**config.mk**
```make
export PLATFORM = sky130hd
export DESIGN_NAME = if_fetch_flat
export DESIGN_NICKNAME = d
export VERILOG_FILES = /design/src/rtl/if_fetch_if.sv /design/src/rtl/if_fetch.sv /design/src/flat_wrapper.sv
export SDC_FILE = /design/constraint.sdc
export NUM_CORES = 1
export LEC_CHECK = 0
export CORE_MARGIN = 3
export CORE_UTILIZATION = 44
export CTS_CLUSTER_SIZE = 25
export DETAILED_ROUTE_END_ITERATION = 6
export GPL_ROUTABILITY_DRIVEN = 0
export PLACE_DENSITY = 0.86
export SLEW_MARGIN = 10
export SYNTH_ARGS = -nofsm -noshare
export SYNTH_HDL_FRONTEND = slang
export SYNTH_SLANG_ARGS = --single-unit
```
**constraint.sdc**
```tcl
create_clock -name clk -period 2.35 [get_ports clk]
set_input_delay 0.3525 -clock clk [delete_from_list [all_inputs] [get_ports clk]]
set_output_delay 0.3525 -clock clk [all_outputs]
set_load 0.05 [all_outputs]
```
**src/rtl/if_fetch_if.sv**
```systemverilog
// Instruction-bus handshake between the fetch stage and instruction memory.
// req/addr are held stable until ack; data is valid only with ack.
interface if_fetch_if;
  logic        ibus_req_o;
  logic [31:0] ibus_addr_o;
  logic        ibus_ack_i;
  logic [31:0] ibus_data_i;

  modport master (output ibus_req_o, ibus_addr_o, input ibus_ack_i, ibus_data_i);
  modport slave  (input ibus_req_o, ibus_addr_o, output ibus_ack_i, ibus_data_i);
endinterface

```
**src/rtl/if_fetch.sv**
```systemverilog
// Instruction-fetch stage: owns the PC, drives the instruction bus, and handles
// wait states, flush while a request is outstanding, branches and misaligned PCs.
module if_fetch #(
  parameter logic [31:0] RESET_PC = 32'hBFC00000,
  parameter logic [31:0] NOP_INST = 32'h00000000
) (
  input  logic        clk,
  input  logic        rst,
  input  logic [5:0]  stall,
  input  logic        flush,
  input  logic [31:0] new_pc,
  input  logic        branch_flag_i,
  input  logic [31:0] branch_target_address_i,
  if_fetch_if.master  ibus,
  output logic [31:0] pc_o,
  output logic [31:0] inst_o,
  output logic [31:0] excepttype_o,
  output logic        stallreq_o
);

  localparam logic [31:0] EXC_ADEL = 32'h00000004;
  localparam logic [31:0] PC_STEP  = 32'd4;

  typedef enum logic [2:0] {IDLE, REQ, HOLD, DRAIN, FAULT} state_t;

  state_t      state_q, state_d;
  logic [31:0] pc_q, pc_d;
  logic [31:0] addr_q, addr_d;
  logic [31:0] buf_q, buf_d;
  logic [31:0] next_pc;
  logic [31:0] target;
  logic        enter;

  // stall[1] belongs to the IF/ID register, not to this stage
  logic unused_stall;
  assign unused_stall = ^stall[5:1];

  always_ff @(posedge clk or negedge rst) begin
    if (!rst) begin
      state_q <= IDLE;
      pc_q    <= RESET_PC;
      addr_q  <= '0;
      buf_q   <= NOP_INST;
    end else begin
      state_q <= state_d;
      pc_q    <= pc_d;
      addr_q  <= addr_d;
      buf_q   <= buf_d;
    end
  end

  // Next-state: 'enter' starts a new fetch at 'target' (or faults if misaligned)
  always_comb begin
    state_d = state_q;
    pc_d    = pc_q;
    addr_d  = addr_q;
    buf_d   = buf_q;
    target  = pc_q;
    enter   = 1'b0;
    next_pc = branch_flag_i ? branch_target_address_i : pc_q + PC_STEP;

    if (flush) begin
      pc_d   = new_pc;
      target = new_pc;
      case (state_q)
        REQ:     if (ibus.ibus_ack_i) enter = 1'b1; else state_d = DRAIN;
        DRAIN:   if (ibus.ibus_ack_i) enter = 1'b1;
        default: enter = 1'b1;
      endcase
    end else begin
      case (state_q)
        IDLE: enter = 1'b1;
        REQ: begin
          if (ibus.ibus_ack_i) begin
            buf_d = ibus.ibus_data_i;
            if (!stall[0]) begin
              pc_d   = next_pc;
              target = next_pc;
              enter  = 1'b1;
            end else begin
              state_d = HOLD;
            end
          end
        end
        HOLD: begin
          if (!stall[0]) begin
            pc_d   = next_pc;
            target = next_pc;
            enter  = 1'b1;
          end
        end
        DRAIN:   if (ibus.ibus_ack_i) enter = 1'b1;
        default: ;
      endcase
    end

    if (enter) begin
      addr_d  = target;
      state_d = (target[1:0] != 2'b00) ? FAULT : REQ;
    end
  end

  always_comb begin
    ibus.ibus_req_o  = (state_q == REQ) || (state_q == DRAIN);
    ibus.ibus_addr_o = addr_q;
    pc_o             = pc_q;
    stallreq_o       = (state_q == REQ) && !ibus.ibus_ack_i;
    excepttype_o     = (state_q == FAULT) ? EXC_ADEL : 32'h0;
    inst_o           = NOP_INST;
    if ((state_q == REQ) && ibus.ibus_ack_i) inst_o = ibus.ibus_data_i;
    else if (state_q == HOLD)                inst_o = buf_q;
  end

endmodule

```
**src/flat_wrapper.sv**
```systemverilog
// flat-port wrapper written by rule: the top's interface ports become plain ports
module if_fetch_flat 
#(
  parameter logic [31:0] RESET_PC = 32'hBFC00000,
  parameter logic [31:0] NOP_INST = 32'h00000000
)
  (clk, rst, stall, flush, new_pc, branch_flag_i, branch_target_address_i, pc_o, inst_o, excepttype_o, stallreq_o, ibus_ibus_req_o, ibus_ibus_addr_o, ibus_ibus_ack_i, ibus_ibus_data_i);
  if_fetch_if ibus_i ();
  input  logic clk;
  input  logic rst;
  input  logic [5:0] stall;
  input  logic flush;
  input  logic [31:0] new_pc;
  input  logic branch_flag_i;
  input  logic [31:0] branch_target_address_i;
  output logic [31:0] pc_o;
  output logic [31:0] inst_o;
  output logic [31:0] excepttype_o;
  output logic stallreq_o;
  output wire logic [$bits(ibus_i.ibus_req_o)-1:0] ibus_ibus_req_o;
  output wire logic [$bits(ibus_i.ibus_addr_o)-1:0] ibus_ibus_addr_o;
  input wire logic [$bits(ibus_i.ibus_ack_i)-1:0] ibus_ibus_ack_i;
  input wire logic [$bits(ibus_i.ibus_data_i)-1:0] ibus_ibus_data_i;
  assign ibus_ibus_req_o = ibus_i.ibus_req_o;
  assign ibus_ibus_addr_o = ibus_i.ibus_addr_o;
  assign ibus_i.ibus_ack_i = ibus_ibus_ack_i;
  assign ibus_i.ibus_data_i = ibus_ibus_data_i;
  if_fetch #(.RESET_PC(RESET_PC), .NOP_INST(NOP_INST)) u_core (.clk(clk), .rst(rst), .stall(stall), .flush(flush), .new_pc(new_pc), .branch_flag_i(branch_flag_i), .branch_target_address_i(branch_target_address_i), .ibus(ibus_i), .pc_o(pc_o), .inst_o(inst_o), .excepttype_o(excepttype_o), .stallreq_o(stallreq_o));
endmodule
```
==> results by group <==
Global routing
  – First-pass GRT wire length: a little over 30 mm
  – GRT Total Usage: between 20% and 30%
  – Initial antenna violation count: 0
  – Grt ovf: 0
  – Largest net degree at the start of global routing: 58
  – Vias in the first global route: between 5000 and 6000

Synth
  – Mapped Avg Cell Area: 9.73 um2
  – Synth unique cells: 68
  – Compound-Gate Fraction of Synth Area: a little over a quarter
  – Top post-synthesis cells by area: dfrtp_1 (38%), mux2_2 (6.8%), o31ai_1 (5.1%)
  – Number of flops mapped to enable cells by yosys: 0
  – Synth Area in Adders: less than 1%
  – Simple-gate share of the synthesized area: 15.8%
  – Async S/R FF share, synth: 100%
  – Yosys reg bits: 99
  – Mapped Area: between 0.005 and 0.006 mm2
  – Gate Count Post-Synth: 610
  – Main synth FF type: dfrtp_1
  – Multiplexer share of the synthesized area: approximately 7%
  – Seq/Total Area, Yosys: a little over two fifths
  – Yosys warning count: 0
  – Largest area contributor in the netlist: dfrtp_1
  – Main combinational cell family by area after synthesis: compound AO/OA/AOI/OAI gates
  – Post-Synth XOR/XNOR Area: 0%
  – Yosys top cell area share: a little under two fifths

Floorplanning
  – Die Area: approximately 0.015 mm2
  – Row cnt: 41
  – Die span in y: about 120 um
  – Total I/O pin count: between 200 and 250
  – Die W: around 120 um
  – Starting Density: 45.9%
  – Total core area: roughly 0.013 mm2

Worst setup path
  – WS Path Type: flip-flop to flip-flop
  – CP bufs+invs: 0
  – Cell Chain, Critical Path: nand4_1 -> nor2_1 -> a31o_2 -> a21oi_1 -> o31ai_1
  – Critical Path Max Stage Delay: a little over 600 ps
  – Arr. time, crit path: between 2000 and 2500 ps
  – Delay-heaviest family, CP: simple AND/OR/NAND/NOR gates
  – CP Capture Type: flip-flop
  – Data required time of the worst path: 2580 ps
  – Critical-path top delay cell: nor2_1
  – Startpoint Class: flip-flop
  – Crit-path max FO: 10

Placed design
  – Detailed Place HPWL: roughly 15 mm
  – Number of I/O port buffers: 200
  – Dpl cells: between 900 and 1000
  – Place WS: 43.9 ps

STA
  – Final worst setup slack: between 100 and 150 ps
  – Fin crit share: between 90% and 100%
  – Max Clk Rate: ~440 MHz
  – Max Clock Skew: ~6.9 ps
  – Slew @ Worst Pin: ~600 ps
  – Final setup fails: 0
  – RSZ-0062 raised after global routing: false
  – Final hold vios: 0
  – Pins Over Slew Limit: 0
  – Fin Setup TNS: 0 ps
  – Final min period: approximately 2200 ps
  – Relative slew margins: between 50% and 60%

CTS
  – Clock-pin slew on the worst setup and hold paths: about 70 ps
  – CTS H-tree depth: 3
  – CTS tree: done
  – Skew-Pair Late Insertion Delay: between 300 and 400 ps
  – Clock root cell: clkbuf_16
  – Max clock buf depth: 2
  – Cts bufs inserted: 9
  – Clock tree sinks: 99
  – Hold buffer count at CTS: 0

Detailed routing
  – Vias per Instance: around 6.0
  – Total wire length: 19.7 mm
  – ANT nets after route: 0
  – First-pass detailed-route iteration total: 5
  – DR WL/cell: around 20 um
  – Vias: approximately 5900
  – Initial DRC Count: around 530
  – DRC Markers: 0

Pwr
  – Peak supply drop: 0.441 mV
  – Pwr/cell area: around 700 mW/mm2
  – Leakage power: around 0.0037 uW
  – Sequential share of power: 37.5%
  – Combinational power share: between 30% and 40%
  – Sw frac: between 30% and 40%
  – Internal Pwr Total: just under 4000 uW
  – Switching power total: 2190 uW
  – Clock network power share: 28.6%

Layout
  – Non-Filler Instances: slightly below 1000
  – Diode count: 0
  – Nets: 913
  – # fillers: 985
  – Layout cells sized above 1: about a fifth
  – Area delta synth->final: 48.8%

Status
  – Status: finished clean

Run
  – Max-cap viol count: 0

Min path
  – Hold crit path type: input port to asynchronous set/reset pin
## logic make-up (layout without fill, tap and decap cells)
group                    after synthesis  after routing
AND/OR/NAND/NOR                      167            167
flip-flops                            99             99
other                                  1             31
multiplexers                          37             37
adder cells (fa/ha/maj)                1              1
AO/OA/AOI/OAI                        217            217
buffers and inverters                 88            258
## layout make-up
type / instances / area [um2] / share of cell area (%)
Clock buffer: 11 / 253 / 2.86
Sequential cell: 99 / 2490 / 28.2
Timing Repair Buffer: 232 / 2630 / 29.7
Multi-Input combinational cell: 453 / 3100 / 35.1
Clock inverter: 5 / 106 / 1.20
Tap cell: 172 / 215 / 2.44
Inverter: 10 / 37.5 / 0.425
## per-layer routing
layer	GRT usage (%)	part of all wire, %
met5	0	0
met4	9.31	2.7
met3	3.44	7.8
met2	43.5	50
met1	34.4	39
## worst reg2reg max path, cell delays in order (launching register included)
cell     delay [ps]
dfrtp_1         480
nand4_1         370
nor2_1          610
a31o_2          250
a21oi_1         100
o31ai_1         320
## power by group through the flow
stage | Sequential (uW) | Clock [uW] | Combinational, uW
6_report | 2310 | 1760 | 2080
5_1_grt | 2340 | 1840 | 2200
4_1_cts | 2300 | 1760 | 2080
3_5_place_dp | 2320 | 0 | 2070
3_3_place_gp | 2300 | 0 | 2020
2_1_floorplan | 2800 | 0 | 792
## through the flow
| step | total power, uW | hold slack, ps | util (%) | area [um2] |
|---|---|---|---|---|
| floorplan | 3590 | 56.9 | - | 6060 |
| global placement | 4320 | 372 | 65.4 | 8460 |
| detailed placement | 4400 | 387 | 65.4 | 8460 |
| CTS | 6150 | 34.7 | 68.3 | 8830 |
| global route | 6380 | 59.5 | 68.3 | 8830 |
| finish | 6150 | 14.6 | 68.3 | 8830 |
## Yosys cell counts, types with 4 or more instances
library cell and instances:
dfrtp_1 90, a31o_2 6, a21o_1 11, nor2_1 18, a21boi_0 20, nor2b_1 4
clkbuf_1 21, nand3_1 29, o211ai_1 6, a211oi_1 5, buf_4 34, nand2_1 48
nor3_1 6, a22o_1 32, o22ai_1 19, o31ai_1 40, mux2_2 36, o21ai_0 17
and2_1 5, buf_2 17, inv_1 10, a31oi_1 7, dfstp_2 9, a21oi_1 27
nand4_1 19, and3_1 4
## placed cells by master (no fill, tap or decap), drive strengths merged, types with 12 or more instances in the layout
master / netlist / final
nand3: 29 / 29
dfrtp: 90 / 90
o21ai: 21 / 21
a21o: 12 / 12
buf: 56 / 69
conb: 1 / 31
o31ai: 40 / 40
nand2: 49 / 49
nand4: 22 / 22
a22o: 32 / 32
nor2: 19 / 19
mux2: 36 / 36
clkdlybuf4s50: 0 / 163
a21boi: 20 / 20
o22ai: 19 / 19
a21oi: 29 / 29
## flip-flops by register name, summed over array words and instances, names as in the netlist
name and count:
u_core.buf_q 32, u_core.pc_o 32, u_core.ibus.ibus_addr_o 32, u_core.state_q 3
## final timing paths
check | startpoint | end | slack, ps | cells after the start
setup / recovery | u_core.pc_o[15] | u_core.pc_o[31] | 100 | 5
max in group asynchronous | rst | u_core.pc_o[29] | 1580 | 2
setup reg to reg | u_core.pc_o[15] | u_core.pc_o[31] | 100 | 5
min in group clk | flush | u_core.pc_o[8] | 390 | 3
hold reg to reg | u_core.buf_q[26] | u_core.buf_q[26] | 510 | 1
hold / removal | rst | u_core.ibus.ibus_addr_o[27] | 10 | 1
## what timing repair did
action                                  CTS  global route
hold endpoints to repair                  0             0
endpoints found under the setup margin   32            32
pin swaps                                 1             1
buffers inserted                          1             0
gates resized for setup                   1             3
Note: power is estimated with default switching activity, not from simulation.
